<file path="src/rtl/adc_pkg.sv">
// Shared definitions for the SAR ADC datapath: controller state encoding and
// the converter resolution shared with the row/column DAC decoder.
package adc_pkg;

  localparam int ADC_DATA_WIDTH = 12;

  typedef enum logic [2:0] {
    IDLE      = 3'd0,
    SAMPLE    = 3'd1,
    TRIAL     = 3'd2,
    WAIT_COMP = 3'd3,
    DONE      = 3'd4
  } adc_state_t;

endpackage

</file>
<file path="src/rtl/adc_sar_controller.sv">
// Successive-approximation controller: samples, walks one comparator decision
// per bit from MSB to LSB, and publishes the finished code as result_out.
module adc_sar_controller
  import adc_pkg::*;
#(
  parameter int DATA_WIDTH    = ADC_DATA_WIDTH,
  parameter int SAMPLE_CYCLES = 4,
  parameter int COMP_TIMEOUT  = 15
) (
  input  logic                  clk,
  input  logic                  rst_n,
  input  logic                  start,
  input  logic                  comp_valid,
  input  logic                  comp_result,
  output logic                  sample_out,
  output logic                  comp_trigger_out,
  output logic [DATA_WIDTH-1:0] dac_data_out,
  output logic [DATA_WIDTH-1:0] result_out,
  output logic                  busy_out,
  output logic                  conv_done_out,
  output logic                  timeout_err_out
);

  localparam int IDX_W = $clog2(DATA_WIDTH);
  localparam logic [7:0]       SAMPLE_LAST  = 8'(SAMPLE_CYCLES - 1);
  localparam logic [7:0]       TIMEOUT_LAST = 8'(COMP_TIMEOUT - 1);
  localparam logic [IDX_W-1:0] MSB_IDX      = IDX_W'(DATA_WIDTH - 1);

  adc_state_t            state;
  logic [7:0]            sample_cnt;
  logic [7:0]            wait_cnt;
  logic [IDX_W-1:0]      bit_idx;
  logic [DATA_WIDTH-1:0] work;
  logic [DATA_WIDTH-1:0] decided;
  logic [DATA_WIDTH-1:0] next_trial;
  logic                  timeout_hit;
  logic                  resolve;

  // The working register is the trial code itself, so the DAC sees it directly.
  assign dac_data_out = work;

  // A valid decision in the expiry cycle takes priority over the timeout.
  assign timeout_hit = !comp_valid && (wait_cnt == TIMEOUT_LAST);
  assign resolve     = comp_valid || timeout_hit;

  always_comb begin
    decided          = work;
    decided[bit_idx] = comp_valid ? comp_result : 1'b0;
    next_trial       = decided;
    if (bit_idx != '0) begin
      next_trial[bit_idx - IDX_W'(1)] = 1'b1;
    end
  end

  always_ff @(posedge clk or negedge rst_n) begin
    if (!rst_n) begin
      state            <= IDLE;
      sample_cnt       <= '0;
      wait_cnt         <= '0;
      bit_idx          <= '0;
      work             <= '0;
      sample_out       <= 1'b0;
      comp_trigger_out <= 1'b0;
      result_out       <= '0;
      busy_out         <= 1'b0;
      conv_done_out    <= 1'b0;
      timeout_err_out  <= 1'b0;
    end else begin
      comp_trigger_out <= 1'b0;
      conv_done_out    <= 1'b0;
      case (state)
        IDLE: begin
          if (start) begin
            state           <= SAMPLE;
            sample_cnt      <= '0;
            work            <= '0;
            sample_out      <= 1'b1;
            busy_out        <= 1'b1;
            timeout_err_out <= 1'b0;
          end
        end
        SAMPLE: begin
          if (sample_cnt == SAMPLE_LAST) begin
            state                <= TRIAL;
            sample_out           <= 1'b0;
            bit_idx              <= MSB_IDX;
            work[DATA_WIDTH-1]   <= 1'b1;
            comp_trigger_out     <= 1'b1;
          end else begin
            sample_cnt <= sample_cnt + 8'd1;
          end
        end
        TRIAL: begin
          state    <= WAIT_COMP;
          wait_cnt <= '0;
        end
        WAIT_COMP: begin
          if (resolve) begin
            if (timeout_hit) begin
              timeout_err_out <= 1'b1;
            end
            // result_out is loaded on entry to DONE so it is valid alongside the pulse.
            if (bit_idx == '0) begin
              state         <= DONE;
              work          <= decided;
              result_out    <= decided;
              conv_done_out <= 1'b1;
            end else begin
              state            <= TRIAL;
              bit_idx          <= bit_idx - IDX_W'(1);
              work             <= next_trial;
              comp_trigger_out <= 1'b1;
            end
          end else begin
            wait_cnt <= wait_cnt + 8'd1;
          end
        end
        DONE: begin
          state    <= IDLE;
          work     <= '0;
          busy_out <= 1'b0;
        end
        default: begin
          state    <= IDLE;
          work     <= '0;
          busy_out <= 1'b0;
        end
      endcase
    end
  end

endmodule

</file>
<file path="config.mk">
export PLATFORM = sky130hd
export DESIGN_NAME = adc_sar_controller
export DESIGN_NICKNAME = d
export VERILOG_FILES = /design/src/rtl/adc_pkg.sv /design/src/rtl/adc_sar_controller.sv
export SDC_FILE = /design/constraint.sdc
export NUM_CORES = 1
export LEC_CHECK = 0
export ABC_AREA = 1
export ABC_CLOCK_PERIOD_IN_PS = 2200
export CAP_MARGIN = 15
export CORE_ASPECT_RATIO = 0.7
export CORE_UTILIZATION = 56
export CTS_CLUSTER_SIZE = 12
export DETAILED_ROUTE_END_ITERATION = 8
export HOLD_SLACK_MARGIN = 0.1
export PLACE_DENSITY = 0.87
export SYNTH_ARGS = -nofsm -noshare
export SYNTH_HDL_FRONTEND = slang
export SYNTH_SLANG_ARGS = --single-unit
</file>
<file path="constraint.sdc">
create_clock -name clk -period 2.2 [get_ports clk]
set_input_delay 0.44 -clock clk [delete_from_list [all_inputs] [get_ports clk]]
set_output_delay 0.44 -clock clk [all_outputs]
set_load 0.02 [all_outputs]
</file>
==> flow_summary_export.csv <==
group,metric,value,unit
run_status,status,"completed",
clock_network,insertion_delay,320,ps
clock_network,cts_buffers,5,
synth,synth_compound_area_frac,0.0739,
cells_and_area,fillers,392,
cells_and_area,diodes,0,
placed_design,placedCellCount,487,
sta,rsz0062_at_grt,"false",
clock_network,clockBufferDepth,2,
sta,setup_tns,0,ps
clock_network,cts.sinks,52,
worst_setup_path,cp-start-kind,"flip-flop",
die,rows,21,
cells_and_area,nets,441,
worst_setup_path,crit_path_top_delay_cell,"dfrtp_1",
synth,synth_commonest_cells,"143 x nand2_1, 52 x dfrtp_1, 35 x inv_1, 27 x nor2_1, 25 x nand3_1",
power_and_ir_drop,ir_drop,0.000665,V
cells_and_area,drive_gt1_frac,0.0869,
synth,synthCells,386,
synth,synth.yosys.seq_area_share,0.442,
synth,synth_xor_area_frac,0.0149,
die,dieArea,0.00556,mm^2
worst_setup_path,cp.arrival,2140,ps
routing,drtIter0Drc,255,
global_routing,grt_max_degree,53,
sta,tightest_slew,643,ps
worst_setup_path,cp.buffers_inverters,3,
synth,ys_ff_latch,52,
synth,synth-simple-area-share,0.353,
routing,drt_wl_total,6.98,mm
routing,wl_per_cell,14.1,um
clock_network,cts_tree,"done",
synth,synth_area,0.00295,mm^2
sta,timing.final.crit_share,0.856,
synth,synthArstFlopShare,1.00,
sta,slew-limit-headroom,0.571,
worst_setup_path,path_cells,"inv_1, ha_1, nand2_1, inv_1, buf_4, nand3b_1, nand2_1",
power_and_ir_drop,p_per_area,1060,mW/mm^2
worst_setup_path,critPathKind,"flip-flop to flip-flop",
global_routing,grt_pass1_wl,11.9,mm
worst_setup_path,max_stage_delay,480,ps
synth,yosysMostFrequentCell,"nand2_1",
routing,wl_met1,3.33,mm
synth,synth_fp_nets,402,
global_routing,grt_overflow,0,
worst_setup_path,path_delay_family,"buffers and inverters",
placed_design,port_buffers,33,
routing,vias_per_cell,5.46,
clock_network,cts_setup_buffers,0,
die,num_io_pins,34,
global_routing,track_usage,0.282,
clock_network,clk_pin_slew,100,ps
clock_network,root_buffer,"clkbuf_8",
synth,synth_edf_count,0,
clock_network,cts_resized,0,
clock_network,cts_hold_buf,0,
flow_run,maxCapViolations,0,
global_routing,grt_pass1_vias,2504,
synth,synth_top_area_share,0.442,
synth,syn_area_per_cell,7.63,um^2
clock_network,cts_max_level,2,
sta,slew_violations,0,
routing,dr_wl_met2,3.02,mm
synth,yosys_warnings,0,
min_path,hold_class,"primary input to async pin",
routing,drc,0,
sta,hold_viol_final,0,
placed_design,gp_congestion,0.997,
routing,drt_pass1_iterations,4,
synth,synth_ff_type,"dfrtp_1",
sta,max_freq,0.531,GHz
routing,antenna_left,0,
synth,synth_top_family_by_area,"simple AND/OR/NAND/NOR gates",
global_routing,antenna_found_initial,0,
routing,dr_total_vias,2702,
sta,finalCriticalPeriod,1880,ps
placed_design,dp.final_hpwl,5.21,mm
sta,finClkSkew,8.88,ps
die,start_util,0.600,
routing,highest_layer,"met4",
synth,synth_area_leaders,"dfrtp_1 44%, nand2_1 18%, ha_1 4.7%",
synth,yosysUniqueCellTypes,30,
cells_and_area,finish.utilization,0.700,
synth,yosys.area.top_type,"dfrtp_1",
die,core_region_area,0.00491,mm^2
die,die_h,62.7,um
die,chipWidth,88.7,um
worst_setup_path,end_kind,"flip-flop",
cells_and_area,area_growth,16.7,%
synth,synthAdderAreaFrac,0.0467,
synth,synth.area.mux_share,0,
cells_and_area,fin_cells,495,
power_and_ir_drop,power.leakage,1.82,nW
sta,setup_viol,0,
worst_setup_path,required,2460,ps
routing,wl_met3,552,um
worst_setup_path,cp_max_fo,10,
[stage by stage]
stage / setup slack, ps / cell area [um^2] / hold WS (ps) / power [W]
2_1_floorplan: 620 / 2950 / 144 / 0.00249
3_3_place_gp: 227 / 3350 / 453 / 0.00300
3_5_place_dp: 198 / 3350 / 474 / 0.00306
4_1_cts: 370 / 3440 / 243 / 0.00363
5_1_grt: 138 / 3440 / 289 / 0.00393
6_report: 317 / 3440 / 207 / 0.00365
[cell type report]
cell class / instances / area, um^2 / area share
Multi-Input combinational cell: 286 / 1440 / 0.418
Sequential cell: 52 / 1300 / 0.378
Timing Repair Buffer: 38 / 363 / 0.106
Inverter: 42 / 158 / 0.0459
Tap cell: 69 / 86.3 / 0.0251
Clock buffer: 5 / 68.8 / 0.0200
Clock inverter: 3 / 22.5 / 0.00655
[final timing paths]
check                                            start                           to  slack [ps]  depth (start not counted)
worst max-delay path            bit_idx[1]$_DFFE_PN0P_    result_out[6]$_DFFE_PN0P_         320                          7
worst min-delay path                             rst_n      wait_cnt[5]$_DFFE_PN0P_         210                          2
worst max register to register  bit_idx[1]$_DFFE_PN0P_    result_out[6]$_DFFE_PN0P_         320                          7
worst min register to register    busy_out$_DFFE_PN0P_         busy_out$_DFFE_PN0P_         500                          2
max in group asynchronous                        rst_n  dac_data_out[6]$_DFFE_PN0P_        1550                          2
min in group clk                  busy_out$_DFFE_PN0P_         busy_out$_DFFE_PN0P_         500                          2
[report_power, final]
| part | internal, W | switching [W] | total [W] |
|---|---|---|---|
| Sequential | 0.00114 | 0.000193 | 0.00134 |
| Clock | 0.000229 | 0.000345 | 0.000574 |
| Combinational | 0.000605 | 0.00113 | 0.00174 |
[kinds of logic after synthesis]
kind of cell    Yosys count
flops                    52
buf+inv                  48
simple gates            230
xor+xnor                  5
fa+ha+maj                11
compound gates           40
[registers in the layout (all words and copies together), names as in the netlist, 3 cells and up]
name / count
dac_data_out: 12
state: 3
result_out: 12
bit_idx: 4
sample_cnt: 8
wait_cnt: 8
[routing by layer]
metal | vias to the layer above | GRT usage
li1 | 1294 | -
met1 | 1288 | 0.431
met2 | 113 | 0.413
met3 | 7 | 0.0462
met4 | 0 | 0.0746
met5 | - | 0
[cell usage in the layout (no fill, tap or decap), types with 2 or more instances in the layout]
master           Yosys  routed
nor2_1              27      27
xor2_1               4       4
nand2_1            143     143
inv_2                7       7
clkdlybuf4s50_1      0      32
dfrtp_1             52      52
nand3_1             25      25
nand3b_1            11      11
nand2_2              5       5
o31ai_1              2       2
nand4_1              5       5
a21oi_1             12      12
ha_1                11      11
o21ai_0             20      20
o21a_1               2       2
nor2_4               2       2
clkbuf_8             0       5
nand2_4              3       3
nand3_2              2       2
nor3_1               3       3
nor2_2               2       2
inv_1               35      35
buf_4                3       5
Note: power is estimated with default switching activity, not from simulation.
